==> src/rtl/rv32i_multicycle_core_if.sv <==
// rtl/rv32i_multicycle_core_if.sv - shared instruction/data memory port of the multicycle core
interface rv32i_multicycle_core_if;
   logic [31:0] memReadData;
   logic [31:0] memAddress;
   logic [31:0] memWriteData;
   logic        memWrite;

   modport master (
      input  memReadData,
      output memAddress,
      output memWriteData,
      output memWrite
   );

   modport slave (
      output memReadData,
      input  memAddress,
      input  memWriteData,
      input  memWrite
   );
endinterface

==> src/rtl/rv32i_multicycle_core.sv <==
// rtl/rv32i_multicycle_core.sv - multicycle non-pipelined RV32I core, one shared memory port
module rv32i_multicycle_core (
   input  logic                           clk,
   input  logic                           reset,
   rv32i_multicycle_core_if.master        bus
);

   typedef enum logic [3:0] {
      S_FETCH,
      S_DECODE,
      S_MEMADR,
      S_MEMREAD,
      S_MEMWB,
      S_MEMWRITE,
      S_EXECUTE,
      S_ALUWB,
      S_BRANCH,
      S_JUMP
   } state_t;

   localparam logic [6:0] OPC_LUI    = 7'b0110111;
   localparam logic [6:0] OPC_AUIPC  = 7'b0010111;
   localparam logic [6:0] OPC_JAL    = 7'b1101111;
   localparam logic [6:0] OPC_JALR   = 7'b1100111;
   localparam logic [6:0] OPC_BRANCH = 7'b1100011;
   localparam logic [6:0] OPC_LOAD   = 7'b0000011;
   localparam logic [6:0] OPC_STORE  = 7'b0100011;
   localparam logic [6:0] OPC_OPIMM  = 7'b0010011;
   localparam logic [6:0] OPC_OP     = 7'b0110011;

   state_t      r_state;
   state_t      w_next_state;

   logic [31:0] r_pc;
   logic [31:0] r_ir;
   logic [31:0] r_old_pc;
   logic [31:0] r_a;
   logic [31:0] r_b;
   logic [31:0] r_alu_out;
   logic [31:0] r_mdr;
   logic [31:0] r_rf [0:31];

   logic [6:0]  w_opcode;
   logic [4:0]  w_rd;
   logic [4:0]  w_rs1;
   logic [4:0]  w_rs2;
   logic [2:0]  w_funct3;
   logic [31:0] w_imm_i;
   logic [31:0] w_imm_s;
   logic [31:0] w_imm_b;
   logic [31:0] w_imm_u;
   logic [31:0] w_imm_j;
   logic [31:0] w_rs1_val;
   logic [31:0] w_rs2_val;
   logic [31:0] w_alu_b;
   logic        w_alu_alt;
   logic [31:0] w_alu_y;
   logic [31:0] w_exec_y;
   logic        w_branch_taken;
   logic        w_rf_we;
   logic [31:0] w_rf_wdata;

   assign w_opcode = r_ir[6:0];
   assign w_rd     = r_ir[11:7];
   assign w_funct3 = r_ir[14:12];
   assign w_rs1    = r_ir[19:15];
   assign w_rs2    = r_ir[24:20];

   assign w_imm_i = {{20{r_ir[31]}}, r_ir[31:20]};
   assign w_imm_s = {{20{r_ir[31]}}, r_ir[31:25], r_ir[11:7]};
   assign w_imm_b = {{19{r_ir[31]}}, r_ir[31], r_ir[7], r_ir[30:25], r_ir[11:8], 1'b0};
   assign w_imm_u = {r_ir[31:12], 12'd0};
   assign w_imm_j = {{11{r_ir[31]}}, r_ir[31], r_ir[19:12], r_ir[20], r_ir[30:21], 1'b0};

   // x0 is forced to zero on the read side so a stray write could never leak out
   assign w_rs1_val = (w_rs1 == 5'd0) ? 32'd0 : r_rf[w_rs1];
   assign w_rs2_val = (w_rs2 == 5'd0) ? 32'd0 : r_rf[w_rs2];

   assign bus.memWriteData = r_b;

   // funct7[5] selects SUB/SRA for register ops, but only SRAI among the immediate ops
   always_comb begin
      w_alu_b   = w_imm_i;
      w_alu_alt = r_ir[30] && (w_funct3 == 3'b101);
      if (w_opcode == OPC_OP) begin
         w_alu_b   = r_b;
         w_alu_alt = r_ir[30];
      end
      case (w_funct3)
         3'b000:  w_alu_y = w_alu_alt ? (r_a - w_alu_b) : (r_a + w_alu_b);
         3'b001:  w_alu_y = r_a << w_alu_b[4:0];
         3'b010:  w_alu_y = {31'd0, $signed(r_a) < $signed(w_alu_b)};
         3'b011:  w_alu_y = {31'd0, r_a < w_alu_b};
         3'b100:  w_alu_y = r_a ^ w_alu_b;
         3'b101:  w_alu_y = w_alu_alt ? $unsigned($signed(r_a) >>> w_alu_b[4:0])
                                      : (r_a >> w_alu_b[4:0]);
         3'b110:  w_alu_y = r_a | w_alu_b;
         default: w_alu_y = r_a & w_alu_b;
      endcase
   end

   always_comb begin
      case (w_opcode)
         OPC_LUI:   w_exec_y = w_imm_u;
         OPC_AUIPC: w_exec_y = r_old_pc + w_imm_u;
         default:   w_exec_y = w_alu_y;
      endcase
   end

   always_comb begin
      case (w_funct3)
         3'b000:  w_branch_taken = (r_a == r_b);
         3'b001:  w_branch_taken = (r_a != r_b);
         3'b100:  w_branch_taken = ($signed(r_a) < $signed(r_b));
         3'b101:  w_branch_taken = ($signed(r_a) >= $signed(r_b));
         3'b110:  w_branch_taken = (r_a < r_b);
         3'b111:  w_branch_taken = (r_a >= r_b);
         default: w_branch_taken = 1'b0;
      endcase
   end

   always_comb begin
      w_next_state   = S_FETCH;
      bus.memAddress = r_pc;
      bus.memWrite   = 1'b0;
      w_rf_we        = 1'b0;
      w_rf_wdata     = r_alu_out;
      case (r_state)
         S_FETCH: w_next_state = S_DECODE;
         S_DECODE: begin
            case (w_opcode)
               OPC_LOAD, OPC_STORE:                  w_next_state = S_MEMADR;
               OPC_OP, OPC_OPIMM, OPC_LUI, OPC_AUIPC: w_next_state = S_EXECUTE;
               OPC_BRANCH:                           w_next_state = S_BRANCH;
               OPC_JAL, OPC_JALR:                    w_next_state = S_JUMP;
               default:                              w_next_state = S_FETCH;
            endcase
         end
         S_MEMADR: w_next_state = (w_opcode == OPC_STORE) ? S_MEMWRITE : S_MEMREAD;
         S_MEMREAD: begin
            bus.memAddress = r_alu_out;
            w_next_state   = S_MEMWB;
         end
         S_MEMWB: begin
            w_rf_we    = 1'b1;
            w_rf_wdata = r_mdr;
         end
         S_MEMWRITE: begin
            // a reset landing on this edge must not let the store reach memory
            bus.memAddress = r_alu_out;
            bus.memWrite   = !reset;
         end
         S_EXECUTE: w_next_state = S_ALUWB;
         S_ALUWB:   w_rf_we = 1'b1;
         S_JUMP: begin
            w_rf_we    = 1'b1;
            w_rf_wdata = r_old_pc + 32'd4;
         end
         default: w_next_state = S_FETCH;
      endcase
   end

   always_ff @(posedge clk) begin
      if (reset) begin
         r_state <= S_FETCH;
      end else begin
         r_state <= w_next_state;
      end
   end

   always_ff @(posedge clk) begin
      if (reset) begin
         r_pc      <= 32'd0;
         r_ir      <= 32'd0;
         r_old_pc  <= 32'd0;
         r_a       <= 32'd0;
         r_b       <= 32'd0;
         r_alu_out <= 32'd0;
         r_mdr     <= 32'd0;
         for (int i = 0; i < 32; i++) begin
            r_rf[i] <= 32'd0;
         end
      end else begin
         if (w_rf_we && (w_rd != 5'd0)) begin
            r_rf[w_rd] <= w_rf_wdata;
         end
         case (r_state)
            S_FETCH: begin
               r_ir     <= bus.memReadData;
               r_old_pc <= r_pc;
               r_pc     <= r_pc + 32'd4;
            end
            S_DECODE: begin
               r_a       <= w_rs1_val;
               r_b       <= w_rs2_val;
               r_alu_out <= r_old_pc + w_imm_b;
            end
            S_MEMADR:  r_alu_out <= r_a + ((w_opcode == OPC_STORE) ? w_imm_s : w_imm_i);
            S_MEMREAD: r_mdr <= bus.memReadData;
            S_EXECUTE: r_alu_out <= w_exec_y;
            S_BRANCH: begin
               if (w_branch_taken) begin
                  r_pc <= r_alu_out;
               end
            end
            S_JUMP: begin
               r_pc <= (w_opcode == OPC_JAL) ? (r_old_pc + w_imm_j)
                                             : ((r_a + w_imm_i) & ~32'd1);
            end
            default: ;
         endcase
      end
   end

endmodule

==> src/flat_wrapper.sv <==
// flat-port wrapper written by rule: the top's interface ports become plain ports
module rv32i_multicycle_core_flat 
  (clk, reset, bus_memReadData, bus_memAddress, bus_memWriteData, bus_memWrite);
  rv32i_multicycle_core_if bus_i ();
  input  logic clk;
  input  logic reset;
  input wire logic [$bits(bus_i.memReadData)-1:0] bus_memReadData;
  output wire logic [$bits(bus_i.memAddress)-1:0] bus_memAddress;
  output wire logic [$bits(bus_i.memWriteData)-1:0] bus_memWriteData;
  output wire logic [$bits(bus_i.memWrite)-1:0] bus_memWrite;
  assign bus_i.memReadData = bus_memReadData;
  assign bus_memAddress = bus_i.memAddress;
  assign bus_memWriteData = bus_i.memWriteData;
  assign bus_memWrite = bus_i.memWrite;
  rv32i_multicycle_core u_core (.clk(clk), .reset(reset), .bus(bus_i));
endmodule
==> config.mk <==
export PLATFORM = sky130hd
export DESIGN_NAME = rv32i_multicycle_core_flat
export DESIGN_NICKNAME = d
export VERILOG_FILES = /design/src/rtl/rv32i_multicycle_core_if.sv /design/src/rtl/rv32i_multicycle_core.sv /design/src/flat_wrapper.sv
export SDC_FILE = /design/constraint.sdc
export NUM_CORES = 2
export LEC_CHECK = 0
export CAP_MARGIN = 20
export CORE_ASPECT_RATIO = 1.1
export CORE_MARGIN = 10
export CORE_UTILIZATION = 45
export DETAILED_ROUTE_END_ITERATION = 10
export GPL_ROUTABILITY_DRIVEN = 0
export PLACE_DENSITY_LB_ADDON = 0.05
export SYNTH_ARGS = -nofsm -noshare
export SYNTH_HDL_FRONTEND = slang
export SYNTH_SLANG_ARGS = --single-unit
==> constraint.sdc <==
create_clock -name clk -period 11 [get_ports clk]
set_clock_uncertainty 0.05 [all_clocks]
set_input_delay 3.3 -clock clk [delete_from_list [all_inputs] [get_ports clk]]
set_output_delay 3.3 -clock clk [all_outputs]
set_load 0.005 [all_outputs]
# After elaboration in Yosys (flattened, before gate mapping)
# Memories as Yosys holds them, arrays and structs flattened. A register that Yosys moved wholly into a read port is not among the register bits.
# Index checks and enable logic that the tools add are counted.
[classes] n_reduce_logical=17 n_addsub=9 n_bitwise=3 div=0 n_shift=3 n_mux=33 magnitude_cmp=6 mul=0 n_eq_ne=28
[op_table] cell="$mux 32" count=9
[op_table] cell="$pmux 32 s7" count=1
[op_table] cell="$add 32x32->32" count=6
[op_table] cell="$pmux 32 s3" count=2
[op_table] cell="$lt 32x32->1" count=4
[op_table] cell="$pmux 32 s2" count=2
[op_table] cell="$add 32x3->32 const B" count=2
[op_table] cell="$ge 32x32->1" count=2
[op_table] cell="$and 32x32->32" count=1
[op_table] cell="$eq 32x32->1" count=1
[op_table] cell="$ne 32x32->1" count=1
[op_table] cell="$or 32x32->32" count=1
[op_table] cell="$reduce_or 32->1" count=1
[op_table] cell="$shl 32x5->32" count=1
[op_table] cell="$shr 32x5->32" count=1
[op_table] cell="$sshr 32x5->32" count=1
[op_table] cell="$sub 32x32->32" count=1
[op_table] cell="$xor 32x32->32" count=1
[op_table] cell="$mux 5" count=6
[op_table] cell="$eq 7x6->1 const B" count=3
[op_table] cell="$eq 7x7->1 const B" count=3
[op_table] cell="$pmux 4 s5" count=1
[op_table] cell="$eq 4x3->1 const B" count=4
[op_table] cell="$pmux 4 s4" count=1
[op_table] cell="other kinds (23)" count=43
[totals] n_memories=1 wordCells=108 latchBits=0 regBits=228 output_inout_bits=65 rom_bits=0 input_bits=34 ram_bits=1024
[memory_table] name="u_core.r_rf" depth=32 width=32 rd=2 rd_clocked_by_memory_dff=2 wr=32 line_no="rv32i_multicycle_core.sv:41" rtl="logic [31:0] r_rf [0:31];"

# Logic depth before layout (Yosys ltp)
[depth] ltp_word=9 depth_mapped=21 mapped_depth_nobuf=18

# Worst setup path before layout
# No wires, ideal clock.
[synth_timing] path_kind="in2out" start="in reset" end="out bus_memWrite" path_buffers=3 t_required_ps=7650 arrival_ps=4231 path_stages=4 slack_ps=3419 path_cell_list="clkbuf_1 > clkbuf_1 > buf_1 > nor3_1"
[synth_between] elab_chain_cells=2
[synth_rtl] item="start, declared" line_no="flat_wrapper.sv:6" rtl="input logic reset;"
[synth_rtl] item="$logic_not 1->1" line_no="rv32i_multicycle_core.sv:151" rtl="bus.memWrite = !reset;"
[synth_rtl] item="$mux 1" line_no="rv32i_multicycle_core.sv:128" rtl="case (r_state)"
[synth_rtl] item="end, declared" line_no="flat_wrapper.sv:10" rtl="output wire logic [$bits(bus_i.memWrite)-1:0] bus_memWrite;"
# No other way between the ends.

# Final worst setup path
# Ends and elaborated chain as after synthesis.

==> results.txt <==
----------------------------------------------------
[Timing]
  Slew at the pin closest to its max-slew limit ... about 1.5 ns
  Hold Fails Final Rpt ... 0
  Post-Route Setup TNS ... 0 ns
  Final setup viols ... 0
  Final Slew Violations ... 2
  Max Clk Rate ... ~130 MHz
  Final critical-path required period ... around 7.6 ns
  Fraction of the cycle the final worst path needs ... a little over two thirds
  Unrepaired setup endpoints after global routing ... false
  Final WS setup ... ~3.4 ns
  Relative max-transition margin ... -1.18%

[Clocking]
  Gates resized, CTS repair ... 0
  H-tree levels ... 4
  Reg clk slew, reported paths ... 0.06 ns
  Skew-Pair Late Insertion Delay ... between 0.8 and 0.9 ns
  Number of buffers inserted to repair setup after CTS ... 0
  Buffer cell driving the clock tree root ... clkbuf_16
  CTS tree ... built
  Cts-stage hold buffer count ... 0
  Clock tree buffer depth ... 3
  Total clock buffers created by CTS ... ~140
  TritonCTS sink count ... 1262

[Placement]
  Number of buffers added on ports ... 98
  Post-placement worst setup slack ... about 3.3 ns
  DP Wirelength ... about 240 mm

[Synth]
  Leading cell type by number of instances after synthesis ... nor2_1
  Area share of the largest cell type after synthesis ... between 30% and 40%
  Synth Register Bits ... approximately 1300
  Synth Flop Type ... edfxtp_1
  Dominant cell type by area after synthesis ... edfxtp_1
  Sequential fraction of the synthesis area ... approximately 44%
  Number of cells produced by synthesis ... around 7400
  EDFF count, synth ... approximately 1000
  Post-synthesis instance area ... 80200 sq um
  Post-synthesis async set-or-reset flop share ... 0%
  Avg Synthesized Cell Area ... 10.9 sq um
  Largest cells by area after synthesis ... edfxtp_1 (38%), mux4_2 (18%), nor2_1 (6.6%)
  Most common library cells after synthesis ... nor2_1 (1420), edfxtp_1 (1024), mux4_2 (643)
  Yosys warns ... 0
  Yosys cell types ... 115

[Setup path]
  Critical path capture point ... bus_memWrite
  Worst Setup SP ... reset
  Nature of the critical path endpoint ... output pin
  Critical Path Slowest Stage Cell ... clkdlybuf4s50_1
  Source of the worst register-to-register timing path ... u_core.r_ir[5]
  Biggest cell delay along the critical path ... approximately 0.54 ns
  Capturing point of the worst reg2reg path ... u_core.r_alu_out[31]
  Worst reg-to-reg setup slack ... 4.55 ns
  Depth of the worst register-to-register path ... 18
  Cell breakdown of the critical path ... buf_8 > nor3_1 > clkdlybuf4s50_1
  Kind of start point of the critical path ... input port
  Crit path kind ... input port to output pin
  CP max FO ... between 50 and 60
  Worst endpoint required time ... 7.65 ns
  Crit path arrival time ... 4.29 ns

[Pwr]
  Total power density per cell area ... roughly 150 nW/um^2
  Total power ... 13.5 mW
  Max VDD drop ... between 0.15 and 0.2 mV
  Static leakage ... 29.7 nW

[Die]
  Initial Util ... roughly 45%
  Area enclosed by the die boundary ... between 150000 and 200000 sq um
  CORE AREA ... approximately 180000 sq um
  I/O pin count ... 99
  Die Y ... roughly 460 microns
  Number of standard-cell rows in the floorplan ... between 150 and 200
  Die width ... 422 microns

[Route]
  Routed wirelength normalized by instance count ... between 30 and 40 microns
  Total via count after detailed routing ... around 65000
  First drt pass iteration count ... 10
  Number of design-rule violations left by the first detailed-router iteration ... 8557
  Via count normalized by instance count ... around 6.8
  Wirelength, routed ... about 340 mm
  Post-route antenna net violation count ... 0
  Residual DRC count ... 0

[Cells and area]
  Layout-stage area growth over the synthesis result ... 9.94%
  Layout cells sized above 1 ... 17.2%
  Number of nets in the layout ... ~7400

[Status]
  Result of the run ... complete, but fails checks
  Violations in the final reports ... max-slew violations

[Flow run]
  Max_cap viols ... 0

[Global route]
  Largest net degree at the start of global routing ... 116
  Initial antenna violation count ... 10
  Vias in the first global route ... about 64000
  First-pass GRT wire length ... just under 500 mm
  Overall track demand over capacity in global routing ... 34.2%
  Total congestion overflow ... 0

[Hold path]
  Class of the tightest hold or removal check ... register to register

----------------------------------------------------
-- worst min path at each step --
stage               cells past startpoint                to  slack, ns        startpoint
floorplan                               2  u_core.r_mdr[13]       0.39  u_core.r_mdr[13]
global placement                        2   u_core.r_mdr[0]       0.39   u_core.r_mdr[0]
detailed placement                      2   u_core.r_mdr[3]       0.40   u_core.r_mdr[3]
CTS                                     2   u_core.r_mdr[3]       0.41   u_core.r_mdr[3]
global route                            2   u_core.r_mdr[3]       0.42   u_core.r_mdr[3]
finish                                  2   u_core.r_mdr[9]       0.41   u_core.r_mdr[9]
-- placed cells by master (no fill, tap or decap), types with 33 or more instances in the layout --
| cell type | n |
|---|---|
| nor2_1 | 1417 |
| edfxtp_1 | 1024 |
| mux4_2 | 643 |
| nand2_1 | 529 |
| a21oi_1 | 471 |
| o21ai_0 | 259 |
| dfxtp_1 | 225 |
| ha_1 | 214 |
| buf_4 | 197 |
| inv_1 | 164 |
| clkbuf_16 | 142 |
| nand3_1 | 135 |
| xnor2_1 | 133 |
| mux2i_1 | 99 |
| clkdlybuf4s50_1 | 97 |
| a211oi_1 | 88 |
| a21o_1 | 83 |
| nor3_1 | 83 |
| xor2_1 | 67 |
| nand2b_1 | 61 |
| nand4_1 | 57 |
| a31oi_1 | 57 |
| o211ai_1 | 54 |
| a222oi_1 | 53 |
| and3_1 | 44 |
| mux2_2 | 39 |
| nand2_2 | 35 |
| o21bai_1 | 33 |
| a221oi_1 | 33 |
| clkbuf_1 | 33 |
-- kinds of logic after synthesis --
kind of cell	Yosys count	share of synthesized area, %
XOR/XNOR	200	2.18
AND/OR/NAND/NOR	2557	13.6
adder cells (fa/ha/maj)	220	3.49
other	1	0.00468
flip-flops	1262	44.3
buffers and inverters	839	4.12
AO/OA/AOI/OAI	1499	12.4
multiplexers	781	19.8
-- power by group --
part / total, mW / internal (mW) / switching (mW) / leakage [nW]
Clock: 4.78 / 2.65 / 2.13 / 2.21
Sequential: 5.62 / 5.35 / 0.268 / 12.5
Combinational: 3.11 / 1.08 / 2.03 / 15.0
Total: 13.5 / 9.08 / 4.42 / 29.7
-- metal layers --
layer,wire [microns],GRT usage [%]
met3,29500,7.32
met1,120000,39.9
met4,35600,27.9
met5,60,0
met2,159000,54.1
-- through the flow --
stage | util (%) | hold slack [ns] | area (sq um) | cells
2_1_floorplan | - | 0.386 | 80300 | 7390
3_3_place_gp | 47.1 | 0.393 | 83500 | 9395
3_5_place_dp | 47.1 | 0.397 | 83500 | 9397
4_1_cts | 49.7 | 0.405 | 88100 | 9657
5_1_grt | 49.7 | 0.420 | 88100 | 9663
6_report | 49.8 | 0.406 | 88100 | 9669
-- worst max-delay path, delay by kind of cell --
| family | cells | cell delay (ns) |
|---|---|---|
| AND/OR/NAND/NOR | 1 | 0.23 |
| buffers and inverters | 2 | 0.76 |
-- state kept, by name, summed over array words and instances, names as in the netlist, named ones only --
name and cells:
u_core.r_state 4, u_core.r_ir 32, u_core.r_mdr 32, u_core.r_rf 1024, u_core.r_old_pc 32, u_core.r_alu_out 32
u_core.r_pc 32, u_core.r_a 32, u_core.bus.memWriteData 32
-- cell type report --
class                           count  area (sq um)
Timing Repair Buffer              305          2630
Clock buffer                      180          3750
Inverter                          168           633
Antenna cell                        7          17.5
Fill cell                       16100         89000
Multi-Input combinational cell   5289         41800
Clock inverter                     80           802
Tap cell                         2378          2980
Sequential cell                  1262         35600
(Power assumes the default switching activity.)
